<file path="src/rtl/mmio_bus_if.sv">
// CPU-side request/response and shared slave-side bus of the MMIO controller.
// The master modport is the controller's view; slave is the CPU plus slaves.
interface mmio_bus_if #(
  parameter int N_SLAVES = 8
);
  logic                     m_valid;
  logic                     m_ready;
  logic                     m_we;
  logic [31:0]              m_addr;
  logic [31:0]              m_wdata;
  logic [3:0]               m_wmask;
  logic                     m_rvalid;
  logic [31:0]              m_rdata;
  logic                     m_err;
  logic [N_SLAVES-1:0]      s_sel;
  logic                     s_we;
  logic [31:0]              s_addr;
  logic [31:0]              s_wdata;
  logic [3:0]               s_wmask;
  logic [N_SLAVES-1:0]      s_ack;
  logic [N_SLAVES*32-1:0]   s_rdata;

  modport master (
    input  m_valid, m_we, m_addr, m_wdata, m_wmask, s_ack, s_rdata,
    output m_ready, m_rvalid, m_rdata, m_err, s_sel, s_we, s_addr, s_wdata, s_wmask
  );

  modport slave (
    output m_valid, m_we, m_addr, m_wdata, m_wmask, s_ack, s_rdata,
    input  m_ready, m_rvalid, m_rdata, m_err, s_sel, s_we, s_addr, s_wdata, s_wmask
  );
endinterface

</file>
<file path="src/rtl/mmio_bus_ctrl.sv">
// Sequential MMIO decoder: ID-table decode, valid/ack slave handshake, registered response.
// Optional MMIO_TIMEOUT_EN: bus error when a selected slave never acks.
module mmio_bus_ctrl #(
  parameter int                       N_SLAVES  = 8,
  parameter int                       ID_LSB    = 20,
  parameter int                       ID_W      = 4,
  parameter logic [N_SLAVES*ID_W-1:0] SLAVE_IDS = 32'h8765_4321,
  parameter int                       TIMEOUT   = 16
) (
  input  logic       clk,
  input  logic       rst,
  mmio_bus_if.master bus
);
  localparam int IDX_W = (N_SLAVES > 1) ? $clog2(N_SLAVES) : 1;
  localparam logic [N_SLAVES-1:0] SEL_ONE = 1;

  typedef enum logic [1:0] {IDLE, ACCESS, RESP} state_t;

  state_t           state;
  logic [IDX_W-1:0] idx_q;
  logic [IDX_W-1:0] hit_idx;
  logic             hit;
  logic [ID_W-1:0]  id;
  logic             sel_ack;
  logic [31:0]      slot_rdata;

`ifdef MMIO_TIMEOUT_EN
  localparam int TO_W = $clog2(TIMEOUT + 1);
  logic [TO_W-1:0] to_cnt;
`endif

  assign id = bus.m_addr[ID_LSB +: ID_W];

  // Descending scan so the lowest matching slot is the last one written.
  always_comb begin
    hit     = 1'b0;
    hit_idx = '0;
    for (int k = N_SLAVES - 1; k >= 0; k--) begin
      if (id == SLAVE_IDS[k*ID_W +: ID_W]) begin
        hit     = 1'b1;
        hit_idx = IDX_W'(k);
      end
    end
  end

  // Only the selected slot's ack counts; stray acks from other slots fall out here.
  assign sel_ack    = |(bus.s_ack & bus.s_sel);
  assign slot_rdata = bus.s_rdata[32*int'(idx_q) +: 32];
  assign bus.m_ready = (state == IDLE) && !rst;

  always_ff @(posedge clk or posedge rst) begin
    if (rst) begin
      state       <= IDLE;
      idx_q       <= '0;
      bus.s_sel   <= '0;
      bus.s_we    <= 1'b0;
      bus.s_addr  <= '0;
      bus.s_wdata <= '0;
      bus.s_wmask <= '0;
      bus.m_rvalid <= 1'b0;
      bus.m_rdata <= '0;
      bus.m_err   <= 1'b0;
`ifdef MMIO_TIMEOUT_EN
      to_cnt      <= '0;
`endif
    end else begin
      case (state)
        IDLE: begin
          if (bus.m_valid) begin
            bus.s_we    <= bus.m_we;
            bus.s_addr  <= bus.m_addr;
            bus.s_wdata <= bus.m_wdata;
            bus.s_wmask <= bus.m_wmask;
            if (hit) begin
              idx_q     <= hit_idx;
              bus.s_sel <= SEL_ONE << hit_idx;
              state     <= ACCESS;
`ifdef MMIO_TIMEOUT_EN
              to_cnt    <= '0;
`endif
            end else begin
              bus.m_rvalid <= 1'b1;
              bus.m_rdata  <= '0;
              bus.m_err    <= 1'b1;
              state        <= RESP;
            end
          end
        end
        ACCESS: begin
          if (sel_ack) begin
            bus.m_rdata  <= bus.s_we ? 32'h0 : slot_rdata;
            bus.m_err    <= 1'b0;
            bus.m_rvalid <= 1'b1;
            bus.s_sel    <= '0;
            state        <= RESP;
          end
`ifdef MMIO_TIMEOUT_EN
          else if (to_cnt == TO_W'(TIMEOUT - 1)) begin
            bus.m_rdata  <= '0;
            bus.m_err    <= 1'b1;
            bus.m_rvalid <= 1'b1;
            bus.s_sel    <= '0;
            state        <= RESP;
          end else begin
            to_cnt <= to_cnt + 1'b1;
          end
`endif
        end
        RESP: begin
          bus.m_rvalid <= 1'b0;
          state        <= IDLE;
        end
        default: state <= IDLE;
      endcase
    end
  end
endmodule

</file>
<file path="src/flat_wrapper.sv">
// flat-port wrapper written by rule: the top's interface ports become plain ports
module mmio_bus_ctrl_flat 
#(
  parameter int                       N_SLAVES  = 8,
  parameter int                       ID_LSB    = 20,
  parameter int                       ID_W      = 4,
  parameter logic [N_SLAVES*ID_W-1:0] SLAVE_IDS = 32'h8765_4321,
  parameter int                       TIMEOUT   = 16
)
  (clk, rst, bus_m_valid, bus_m_we, bus_m_addr, bus_m_wdata, bus_m_wmask, bus_s_ack, bus_s_rdata, bus_m_ready, bus_m_rvalid, bus_m_rdata, bus_m_err, bus_s_sel, bus_s_we, bus_s_addr, bus_s_wdata, bus_s_wmask);
  mmio_bus_if #(.N_SLAVES(N_SLAVES)) bus_i ();
  input  logic clk;
  input  logic rst;
  input wire logic [$bits(bus_i.m_valid)-1:0] bus_m_valid;
  input wire logic [$bits(bus_i.m_we)-1:0] bus_m_we;
  input wire logic [$bits(bus_i.m_addr)-1:0] bus_m_addr;
  input wire logic [$bits(bus_i.m_wdata)-1:0] bus_m_wdata;
  input wire logic [$bits(bus_i.m_wmask)-1:0] bus_m_wmask;
  input wire logic [$bits(bus_i.s_ack)-1:0] bus_s_ack;
  input wire logic [$bits(bus_i.s_rdata)-1:0] bus_s_rdata;
  output wire logic [$bits(bus_i.m_ready)-1:0] bus_m_ready;
  output wire logic [$bits(bus_i.m_rvalid)-1:0] bus_m_rvalid;
  output wire logic [$bits(bus_i.m_rdata)-1:0] bus_m_rdata;
  output wire logic [$bits(bus_i.m_err)-1:0] bus_m_err;
  output wire logic [$bits(bus_i.s_sel)-1:0] bus_s_sel;
  output wire logic [$bits(bus_i.s_we)-1:0] bus_s_we;
  output wire logic [$bits(bus_i.s_addr)-1:0] bus_s_addr;
  output wire logic [$bits(bus_i.s_wdata)-1:0] bus_s_wdata;
  output wire logic [$bits(bus_i.s_wmask)-1:0] bus_s_wmask;
  assign bus_i.m_valid = bus_m_valid;
  assign bus_i.m_we = bus_m_we;
  assign bus_i.m_addr = bus_m_addr;
  assign bus_i.m_wdata = bus_m_wdata;
  assign bus_i.m_wmask = bus_m_wmask;
  assign bus_i.s_ack = bus_s_ack;
  assign bus_i.s_rdata = bus_s_rdata;
  assign bus_m_ready = bus_i.m_ready;
  assign bus_m_rvalid = bus_i.m_rvalid;
  assign bus_m_rdata = bus_i.m_rdata;
  assign bus_m_err = bus_i.m_err;
  assign bus_s_sel = bus_i.s_sel;
  assign bus_s_we = bus_i.s_we;
  assign bus_s_addr = bus_i.s_addr;
  assign bus_s_wdata = bus_i.s_wdata;
  assign bus_s_wmask = bus_i.s_wmask;
  mmio_bus_ctrl #(.N_SLAVES(N_SLAVES), .ID_LSB(ID_LSB), .ID_W(ID_W), .SLAVE_IDS(SLAVE_IDS), .TIMEOUT(TIMEOUT)) u_core (.clk(clk), .rst(rst), .bus(bus_i));
endmodule
</file>
<file path="config.mk">
export PLATFORM = sky130hd
export DESIGN_NAME = mmio_bus_ctrl_flat
export DESIGN_NICKNAME = d
export VERILOG_FILES = /design/src/rtl/mmio_bus_if.sv /design/src/rtl/mmio_bus_ctrl.sv /design/src/flat_wrapper.sv
export SDC_FILE = /design/constraint.sdc
export NUM_CORES = 1
export LEC_CHECK = 0
export ABC_AREA = 1
export CELL_PAD_IN_SITES_DETAIL_PLACEMENT = 1
export CELL_PAD_IN_SITES_GLOBAL_PLACEMENT = 1
export CORE_AREA = 2 2 173 175
export CTS_BUF_LIST = sky130_fd_sc_hd__clkbuf_4
export DETAILED_ROUTE_END_ITERATION = 12
export DIE_AREA = 0 0 175 177
export PLACE_DENSITY_LB_ADDON = 0.1
export SYNTH_ARGS = -nofsm -noshare
export SYNTH_HDL_FRONTEND = slang
export SYNTH_SLANG_ARGS = --single-unit
</file>
<file path="constraint.sdc">
create_clock -name clk -period 7.5 [get_ports clk]
set_clock_uncertainty 0.15 [all_clocks]
set_input_delay 1.5 -clock clk [delete_from_list [all_inputs] [get_ports clk]]
set_output_delay 1.5 -clock clk [all_outputs]
set_load 0.05 [all_outputs]
</file>
After elaboration in Yosys (flattened, before gate mapping)
Index checks and enable logic that the tools add are counted.

word-level totals
  register bits = 116
  output and inout port bits = 112
  logic and storage cells = 74
  input port bits = 336
  memories kept = 0
  bits in writable memories = 0
  latch bits = 0
  ROM bits = 0

operators by class
  divide/modulo/power cells = 0
  equal/unequal tests = 14
  magnitude comparators = 0
  reduce and logical (&&, ||, !) cells = 12
  multiply operators = 0
  add/sub/neg operators = 0
  shift operators = 2
  mux-type cells = 35
  bitwise logic cells = 1

operators with widths
  cell                   count
  $shiftx A256 B9 Y32    1
  $mux W32               4
  $pmux W32 S2           1
  $mux W3                8
  $mux W8                3
  $eq A4 B3 Y1 const B   4
  $pmux W8 S2            1
  $mux W1                12
  $reduce_and A4 Y1      3
  $and A8 B8 Y8          1
  $eq A4 B2 Y1 const B   2
  $reduce_or A8 Y1       1
  $shl A1 B3 Y8 const A  1
  $mux W2                3
  $eq A4 B1 Y1 const B   1
  $eq A4 B4 Y1 const B   1
  $ne A2 B1 Y1 const B   2
  $ne A2 B2 Y1 const B   2
  $pmux W2 S2            1
  $reduce_and A2 Y1      2
  $pmux W1 S3            1
  $reduce_and A3 Y1      1
  $reduce_bool A3 Y1     1
  $eq A2 B1 Y1 const B   1
  6 further kinds        6

Depth between registers and ports, before layout
Gate-level depths: netlist of the first run.

  depth after elaboration = 13
  gate-level depth with buffers = 12
  mapped depth without buffers = 10

Least setup slack after synthesis of the first run
Ideal clock, no wire load.

  kind = input -> output
  start point = input port rst
  end point = output port bus_m_ready
  buffers on the path = 0
  cell stages on the path = 1
  arrival time = 2.154 ns
  slack = 3.696 ns
  required time = 5.850 ns
  cell sequence = nor2_1

on the way
  longest elaborated chain between the ends = 2

RTL lines
  element              RTL line             RTL
  from (decl)          flat_wrapper.sv:13   input logic rst;
  $logic_not A1 Y1     mmio_bus_ctrl.sv:49  assign bus.m_ready = (state == IDLE) && !rst;
  $logic_and A1 B1 Y1  mmio_bus_ctrl.sv:49
  to (decl)            flat_wrapper.sv:21   output wire logic [$bits(bus_i.m_ready)-1:0] bus_m_ready;

Every way passes these cells.

Final worst setup path of the first run
Ends and elaborated chain as after synthesis.

==> flow_summary.yaml, run 1 <==
critical_path:
  cp_slowest_cell: "clkdlybuf4s50_1"
  worstRegToRegCells: 8
  crit_buf_inv: 2
  rrSetupSlack_ns: 4.38
  crit_required_ns: 5.85
  crit_chain: "clkdlybuf4s50_1 -> nor2_1 -> clkdlybuf4s50_1"
  critPathKind: "in2out"
  cp-start-kind: "input port"
  worstPathMaxFanout: 2
  worst_r2r_endpoint: "u_core.bus.m_rdata[2]"
  worst_path_most_repeated_cell: "clkdlybuf4s50_1"
  r2r_start: "u_core.idx_q[0]"
  critical_path.max_stage_delay_ns: 0.81
  critPathCaptureType: "output pin"
  cp_data_arrival_time_ns: 2.90
  cp_top_family: "buffers and inverters"
hold_path:
  hold_depth: 2
  min-delay-path-class: "reg2reg"
  hold_start: "u_core.bus.s_wdata[11]"
  min_to: "u_core.bus.s_wdata[11]"
sta:
  setup_ws_ns: 2.95
  finalCritPeriodShare_pct: 60.7
  hold_violations: 0
  setup_tns_ns: 0
  fin_crit_ns: 4.55
  holdWs_ns: 0.341
  tightest_slew_ns: 1.07
  fmax_ghz: 0.220
  slew_violations: 0
  finalSetupViolations: 0
  relSlewSlack_pct: 28.6
  rsz0062_at_grt: "false"
yosys:
  synth_area_leaders: "dfrtp_1 (38%), nand2_1 (26%), inv_1 (7.0%)"
  syn_inst: 1255
  yosysMostFrequentCell: "nand2_1"
  synth_top_cell_by_area: "dfrtp_1"
  synth_area_sq_um: 7720
  synthDistinctLibCells: 26
  ys_warn_count: 0
  ys.flop_type: "dfrtp_1"
  syn_nets: 1594
  synth.top_cell.area_share_pct: 37.6
  async_flop_share_pct: 100
  synth_seq_cells: 116
  synth-edff-count: 0
  avgSynthCellArea_sq_um: 6.15
  yosysSeqAreaShare_pct: 37.6
  netlist_top_cells_count: "nand2_1 (543), inv_1 (144), dfrtp_1 (116), nor2_1 (110), nand3_1 (102)"
detailed_routing:
  dr.pass1.iters: 4
  vias_per_cell: 4.50
  routed_wl_mm: 35.1
  drt_iter0_drc: 364
  vias: 9263
  ant_nets: 0
  post-route-drc-count: 0
  wl_per_cell_um: 17.1
finish:
  finalNonFillerCells: 2059
  layout-drive-gt1-share_pct: 3.61
  area_growth_pct: 64.0
  finish.utilization_pct: 43.3
  nNetsFinal: 1990
  stdcell_area_sq_um: 12700
placement:
  port_buffers: 447
  dp_hpwl_mm: 26.1
  dp.cells: 2022
  post_dp_cell_area_sq_um: 12400
  pre_cts_ws_ns: 2.94
  gp_congestion: 0.807
clock_network:
  cts_sinks: 116
  clkTransAtPathRegs_ns: 0.12
  numCtsBuffers: 17
  htreeDepth: 4
  ctsRootBufferMaster: "clkbuf_4"
  cts_tree: "yes"
  clk_latency_ns: 0.52
  cts_buffer_depth: 2
  hold_buffers: 0
  cts_resized: 0
  cts_setup_buffers: 0
floorplanning:
  die_area_sq_um: 31000
  initial_core_util_pct: 26.4
  die_x_um: 175
  io_pins: 448
  core_sq_um: 29200
  chipHeight_um: 177
  fp-row-count: 63
power:
  p_clk_share_pct: 9.8
  p_int_mw: 2.17
  powerDensity_nw_per_um2: 396
  total_power_mw: 5.02
  p_leak_nw: 6.25
  p_comb_share_pct: 66.4
  peakVddDrop_uv: 239
  pwr-share-seq_pct: 23.8
  p_sw_share_pct: 56.6
  p_switching_mw: 2.84
grt:
  grt_max_degree: 98
  grt_pass1_vias: 9692
  grt_pass1_wl_mm: 54.1
  gr-usage-all-layers_pct: 22.5
  antenna_found_initial: 5
  overflow: 0
run:
  maxCapViolations: 0
status:
  status: "complete, no violations"
## final cells by class
class                      instances  area, sq um
antenna                            5         12.5
clock buffer                      17          128
clock inverter                    15          169
fill                            3791        16600
inverter                         148          563
multi-input combinational        913         3860
sequential                       116         2910
tap                              390          488
timing repair buffer             455         4530
## power by group through the flow
stage / Combinational (mW) / Sequential, mW / Clock (mW)
finish: 3.33 / 1.19 / 0.493
CTS: 3.40 / 1.20 / 0.516
floorplan: 1.31 / 2.05 / 0
global placement: 3.35 / 1.20 / 0
global route: 3.62 / 1.25 / 0.541
detailed placement: 3.39 / 1.21 / 0
## flip-flops by register name (all words and copies together) (netlist names)
signal,count
u_core.bus.m_rdata,32
u_core.bus.s_addr,32
u_core.bus.s_wdata,32
u_core.bus.s_sel,8
u_core.bus.s_wmask,4
u_core.idx_q,3
u_core.state,2
u_core.bus.m_err,1
u_core.bus.m_rvalid,1
u_core.bus.s_we,1
## cell usage in the layout, fill, tap and decap left out, drive strengths merged
master / n
buf: 8
clkdlybuf4s50: 447
nand2: 549
nor4: 2
clkinv: 3
clkinvlp: 2
nor3: 1
inv: 156
ha: 3
bufinv: 2
nor2: 112
diode: 5
o21ai: 109
a21oi: 34
dfrtp: 116
clkbuf: 17
nand3: 103
## kinds of logic after synthesis
logic type	after synthesis	share of synthesized area, %
adders and majority gates	3	0.486
DFF	116	37.6
and+or+nand+nor	767	39.9
buffers and inverters	226	12.6
AOI/OAI and AO/OA	143	9.47
## worst register-to-register path: stages (launching register included)
cell	delay, ns
dfrtp_4	0.71
inv_4	0.55
buf_4	0.71
nor2_1	0.13
o21ai_0	0.40
nor2_1	0.11
nor2_1	0.17
nand2_1	0.07
nand2_1	0.09
## layer usage
metal | part of all wire (%) | track usage, %
met5 | 0 | 0
met4 | 2.1 | 6.60
met3 | 6.8 | 6.25
met2 | 50 | 40.7
met1 | 41 | 25.9
## worst max-delay path by stage
stage,end,depth (start not counted),slack [ns],start
floorplan,u_core.bus.m_err,1,2.78,rst
global placement,bus_m_ready,3,2.94,rst
detailed placement,bus_m_ready,3,2.94,rst
CTS,bus_m_ready,3,2.94,rst
global route,bus_m_ready,3,2.91,rst
finish,bus_m_ready,3,2.95,rst
Note: power is estimated with default switching activity, not from simulation.
==> run 2, diff against run 1 <==
--- a/config.mk
+++ b/config.mk
@@ -8,10 +8,10 @@
 export ABC_AREA = 1
 export CELL_PAD_IN_SITES_DETAIL_PLACEMENT = 1
 export CELL_PAD_IN_SITES_GLOBAL_PLACEMENT = 1
-export CORE_AREA = 2 2 173 175
+export CORE_AREA = 2 2 179 181
 export CTS_BUF_LIST = sky130_fd_sc_hd__clkbuf_4
 export DETAILED_ROUTE_END_ITERATION = 12
-export DIE_AREA = 0 0 175 177
+export DIE_AREA = 0 0 181 183
 export PLACE_DENSITY_LB_ADDON = 0.1
 export SYNTH_ARGS = -nofsm -noshare
 export SYNTH_HDL_FRONTEND = slang
==> constraint.sdc (replaced) <==
create_clock -name clk -period 4.3 [get_ports clk]
set_clock_uncertainty 0.15 [all_clocks]
set_input_delay 0.86 -clock clk [delete_from_list [all_inputs] [get_ports clk]]
set_output_delay 0.86 -clock clk [all_outputs]
set_load 0.05 [all_outputs]
==> run 2 against run 1 <==
Net effect:
- routed wire length fell by 1.5%
- non-clock buffer count is 3 higher
- via count about the same
- register-to-register slack got worse by 2.8 ns
- design area grew 0.48%
- die area up 6.9%
- worst setup slack lost 2.1 ns
- global-route usage is 1.8 points lower
- count of clock-buffer cells in the layout unchanged
- critical path type is now reg2out
- largest cell class unchanged
- highest routed layer is now met5
==> flow_summary.yaml, run 2 (synthesized netlist as in run 1, its figures left out) <==
sta:
  tightest_slew_ns: 0.992
  fin_crit_ns: 3.43
  slew_violations: 0
  finalSetupViolations: 0
  relSlewSlack_pct: 33.7
  finalCritPeriodShare_pct: 79.8
  hold_violations: 0
  rsz0062_at_grt: "false"
  holdWs_ns: 0.343
  fmax_ghz: 0.292
  setup_tns_ns: 0
  setup_ws_ns: 0.870
power:
  p_int_mw: 3.81
  p_switching_mw: 4.96
  p_leak_nw: 6.27
  p_clk_share_pct: 9.9
  powerDensity_nw_per_um2: 690
  p_comb_share_pct: 66.7
  p_sw_share_pct: 56.6
  pwr-share-seq_pct: 23.4
  total_power_mw: 8.78
  peakVddDrop_uv: 336
grt:
  grt_pass1_vias: 9698
  antenna_found_initial: 4
  overflow: 0
  grt_max_degree: 73
  gr-usage-all-layers_pct: 20.7
  grt_pass1_wl_mm: 53.9
finish:
  area_growth_pct: 64.8
  fillCellCount: 3974
  finish.utilization_pct: 40.7
  top_regs: "u_core.bus.m_rdata (32), u_core.bus.s_addr (32), u_core.bus.s_wdata (32)"
  nNetsFinal: 1993
  multi_input_area_sq_um: 3860
  final_common_cell: "nand2_1"
  stdcell_area_sq_um: 12700
  final_cell_mix: "nand2_1 (542), clkdlybuf4s50_1 (447), inv_1 (142), dfrtp_1 (114), nor2_1 (109)"
  layout-drive-gt1-share_pct: 3.78
  register_area_sq_um: 2910
  finalNonFillerCells: 2072
floorplanning:
  fp-row-count: 65
  chipHeight_um: 183
  die_area_sq_um: 33100
  initial_core_util_pct: 24.7
  core_sq_um: 31200
  io_pins: 448
  die_x_um: 181
clock_network:
  cts_resized: 0
  clkTransAtPathRegs_ns: 0.12
  numCtsBuffers: 17
  cts_sinks: 116
  clk_latency_ns: 0.52
  htreeDepth: 4
  cts_setup_buffers: 0
  cts_buffer_depth: 2
  ctsRootBufferMaster: "clkbuf_4"
  cts_tree: "yes"
  hold_buffers: 0
critical_path:
  critical_path.max_stage_delay_ns: 0.80
  cp_slowest_cell: "clkdlybuf4s50_1"
  critPathKind: "reg2out"
  cp_data_arrival_time_ns: 2.42
  worst_path_most_repeated_cell: "inv_1"
  worstPathMaxFanout: 6
  cp-start-kind: "flip-flop"
  critPathCaptureType: "output pin"
  crit_required_ns: 3.29
  crit_chain: "inv_1 -> ha_1 -> inv_1 -> nor2_1 -> clkdlybuf4s50_1"
detailed_routing:
  post-route-drc-count: 0
  dr.pass1.iters: 4
  ant_nets: 0
  drt_iter0_drc: 405
  vias_per_cell: 4.47
  wl_per_cell_um: 16.7
  routed_wl_mm: 34.6
  vias: 9261
hold_path:
  min-delay-path-class: "reg2reg"
placement:
  dp.cells: 2037
  post_dp_cell_area_sq_um: 12400
  port_buffers: 447
  gp_congestion: 0.829
  dp_hpwl_mm: 25.8
  pre_cts_ws_ns: 0.999
run:
  maxCapViolations: 0
status:
  status: "complete, no violations"
## run 2: cell types whose count changed in the layout (fill, tap and decap cells not counted), sizes merged
cell,change
clkinvlp,+1
clkinv,+1
buf,+3
inv,-2
diode,-2
## run 2: layer usage
| metal | share of wire [%] | vias to the layer above | GRT usage (%) |
|---|---|---|---|
| met3 | 7.0 | 30 | 5.74 |
| met1 | 41 | 4336 | 23.8 |
| met4 | 1.4 | 2 | 5.01 |
| met5 | 0.032 | - | 0 |
| met2 | 51 | 269 | 38.0 |
| li1 | - | 4624 | - |
## run 2: power by group through the flow
stage               clock (mW)  combinational (mW)  sequential, mW
floorplan                    0                2.29            3.57
global placement             0                5.91            2.06
detailed placement           0                5.95            2.09
CTS                      0.912                5.96            2.07
global route             0.958                6.37            2.14
finish                   0.867                5.86            2.05
## run 2: layout make-up
cell class,instances,area share (%)
Clock inverter,15,1.34
Tap cell,402,3.95
Sequential cell,116,22.9
Clock buffer,17,1.00
Inverter,148,4.45
Antenna cell,3,0.0590
Timing Repair Buffer,458,36.0
Multi-Input combinational cell,913,30.3
## run 2: critical path: cells and delay by family (launching register included)
kind	cells	cell delay (ns)
buffers and inverters	3	1.03
DFF	1	0.42
adders and majority gates	1	0.34
and+or+nand+nor	1	0.11
## run 2: path summary, 6_finish.rpt
| path | depth (start not counted) | to | start | slack, ns |
|---|---|---|---|---|
| setup / recovery | 5 | bus_m_ready | u_core.state[0] | 0.87 |
| hold / removal | 2 | u_core.bus.s_wdata[17] | u_core.bus.s_wdata[17] | 0.34 |
| setup reg to reg | 9 | u_core.bus.m_rdata[27] | u_core.idx_q[0] | 1.55 |
| hold reg to reg | 2 | u_core.bus.s_wdata[17] | u_core.bus.s_wdata[17] | 0.34 |
| max in group asynchronous | 3 | u_core.bus.m_rdata[24] | rst | 2.58 |
| min in group asynchronous | 2 | u_core.bus.s_addr[13] | rst | 0.68 |
==> run 3, diff against run 2 <==
--- a/config.mk
+++ b/config.mk
@@ -8,10 +8,10 @@
 export ABC_AREA = 1
 export CELL_PAD_IN_SITES_DETAIL_PLACEMENT = 1
 export CELL_PAD_IN_SITES_GLOBAL_PLACEMENT = 1
-export CORE_AREA = 2 2 179 181
+export CORE_AREA = 2 2 187 189
 export CTS_BUF_LIST = sky130_fd_sc_hd__clkbuf_4
 export DETAILED_ROUTE_END_ITERATION = 12
-export DIE_AREA = 0 0 181 183
+export DIE_AREA = 0 0 189 191
 export PLACE_DENSITY_LB_ADDON = 0.1
 export SYNTH_ARGS = -nofsm -noshare
 export SYNTH_HDL_FRONTEND = slang
==> constraint.sdc (replaced) <==
create_clock -name clk -period 2.9 [get_ports clk]
set_clock_uncertainty 0.15 [all_clocks]
set_input_delay 0.58 -clock clk [delete_from_list [all_inputs] [get_ports clk]]
set_output_delay 0.58 -clock clk [all_outputs]
set_load 0.05 [all_outputs]
==> run 3 against run 2 <==
Net effect:
- count of clock-buffer cells in the layout unchanged
- design area increased by 1.7%
- critical endpoint is now bus_s_we
- core utilization decreased by 2.8 points
- largest cell class unchanged
- critical path depth decreased by 4
- largest power group unchanged
- worst hold slack got worse by 0.0020 ns
==> flow_summary.yaml, run 3 (synthesized netlist as in run 1, its figures left out) <==
status:
  status: "complete, no violations"
critical_path:
  worstRegToRegCells: 10
  crit_buf_inv: 1
  cp-start-kind: "flip-flop"
  critPathKind: "reg2out"
  cp_num_cells: 1
  worstPathMaxFanout: 3
  cp_top_family: "buffers and inverters"
  rrSetupSlack_ns: 0.62
  startpoint: "u_core.bus.s_we"
  critPathCaptureType: "output pin"
  cp_data_arrival_time_ns: 1.85
  cp_slowest_cell: "clkdlybuf4s50_1"
  critical_path.max_stage_delay_ns: 0.86
  r2r_start: "u_core.state[1]"
  crit_chain: "clkdlybuf4s50_1"
  crit_required_ns: 2.17
hold_path:
  hold_depth: 2
  hold_start: "u_core.bus.s_wdata[28]"
  min-delay-path-class: "reg2reg"
finish:
  final_cell_mix: "nand2_1 (542), clkdlybuf4s50_1 (446), inv_1 (142), dfrtp_1 (114), nor2_1 (109)"
  fillCellCount: 4286
  layout-drive-gt1-share_pct: 4.36
  nNetsFinal: 2002
  top_regs: "u_core.bus.m_rdata (32), u_core.bus.s_addr (32), u_core.bus.s_wdata (32)"
  final_common_cell: "nand2_1"
  area_growth_pct: 67.7
grt:
  gr-usage-all-layers_pct: 19.7
  grt_pass1_wl_mm: 55.3
  antenna_found_initial: 1
  grt_max_degree: 88
  overflow: 0
  grt_pass1_vias: 9785
detailed_routing:
  drt_iter0_drc: 308
  ant_nets: 0
  dr.pass1.iters: 4
  wl_per_cell_um: 16.9
  post-route-drc-count: 0
  routed_wl_mm: 36.1
  vias: 9242
  vias_per_cell: 4.33
sta:
  holdWs_ns: 0.341
  slew_violations: 0
  fmax_ghz: 0.387
  fin_crit_ns: 2.58
  finalCritPeriodShare_pct: 89.1
  tightest_slew_ns: 0.630
  hold_violations: 0
  rsz0062_at_grt: "false"
  setup_tns_ns: 0
  finalSetupViolations: 0
  relSlewSlack_pct: 57.9
clock_network:
  cts_resized: 0
  hold_buffers: 0
  cts_tree: "yes"
  cts_setup_buffers: 0
  clkTransAtPathRegs_ns: 0.13
  cts_buffer_depth: 2
  clk_latency_ns: 0.53
  numCtsBuffers: 17
  htreeDepth: 4
  ctsRootBufferMaster: "clkbuf_4"
  cts_sinks: 116
floorplanning:
  fp-row-count: 68
  core_sq_um: 34100
  die_x_um: 189
  initial_core_util_pct: 22.6
  io_pins: 448
  chipHeight_um: 191
  die_area_sq_um: 36100
power:
  p_leak_nw: 6.35
  peakVddDrop_uv: 614
  p_int_mw: 5.89
  p_sw_share_pct: 55.8
  p_clk_share_pct: 10.2
  p_comb_share_pct: 68.0
  p_switching_mw: 7.43
  powerDensity_nw_per_um2: 1030
  pwr-share-seq_pct: 21.8
placement:
  dp_hpwl_mm: 27.5
  gp_congestion: 0.790
  port_buffers: 447
run:
  maxCapViolations: 0
==> run 3: cell types whose count changed in the layout (fill, tap and decap cells not counted) <==
cell,previous run,this run
inv_6,5,7
diode_2,3,1
buf_12,2,8
clkdlybuf4s50_1,447,446
clkinv_4,3,1
buf_4,9,13
bufinv_16,2,3
inv_8,2,1
==> run 3: routing by layer <==
metal	global-route usage (%)	vias to the layer above	wire length, um
met5	0	-	0
met4	5.02	0	635
met3	5.56	31	2480
met2	35.9	274	18200
met1	22.6	4293	14800
li1	-	4644	-
==> run 3: path summary, 6_finish.rpt <==
kind	end
worst max-delay path	bus_s_we
worst min-delay path	u_core.bus.s_wdata[28]
worst max register to register	u_core.bus.s_sel[6]
worst min register to register	u_core.bus.s_wdata[28]
max in group asynchronous	u_core.idx_q[0]
min in group asynchronous	u_core.bus.s_wmask[0]
==> run 3: final cells by class <==
type                    instances  area, sq um  share of cell area [%]
clock inverters                15          190                    1.47
inverters                     148          564                    4.36
diodes                          1         2.50                  0.0193
well taps                     455          569                    4.40
flip-flops and latches        116         2910                    22.5
repair buffers                467         4720                    36.5
multi-input cells             913         3860                    29.8
clock buffers                  17          128                   0.986
==> run 3: per-stage QoR <==
step | total power, mW | util [%] | instances | instance area, sq um | setup WS, ns
2_1_floorplan | 8.70 | - | 1255 | 7720 | 0.724
3_3_place_gp | 12.1 | 37.0 | 2099 | 12600 | 0.324
3_5_place_dp | 12.2 | 37.0 | 2099 | 12600 | 0.250
4_1_cts | 13.6 | 37.9 | 2131 | 12900 | 0.219
5_1_grt | 14.4 | 37.9 | 2132 | 12900 | 0.157
6_report | 13.3 | 37.9 | 2132 | 12900 | 0.315
==> run 3: worst register-to-register path, cell delays in order, from the launching register on <==
cell     delay [ns]
dfrtp_1        0.40
inv_1          0.10
ha_1           0.38
inv_4          0.11
a21oi_2        0.14
nand3_2        0.13
nand2_4        0.27
inv_1          0.12
nand2_1        0.26
nand2_1        0.09
nand2_1        0.07
==> run 3: power by group through the flow <==
stage                     logic (mW)  registers, mW  clock network (mW)
after global routing            9.86           3.02                1.50
after CTS                       9.25           2.92                1.43
after floorplan                 3.40           5.30                   0
after global placement          9.16           2.91                   0
final                           9.06           2.90                1.36
after detailed placement        9.23           2.94                   0
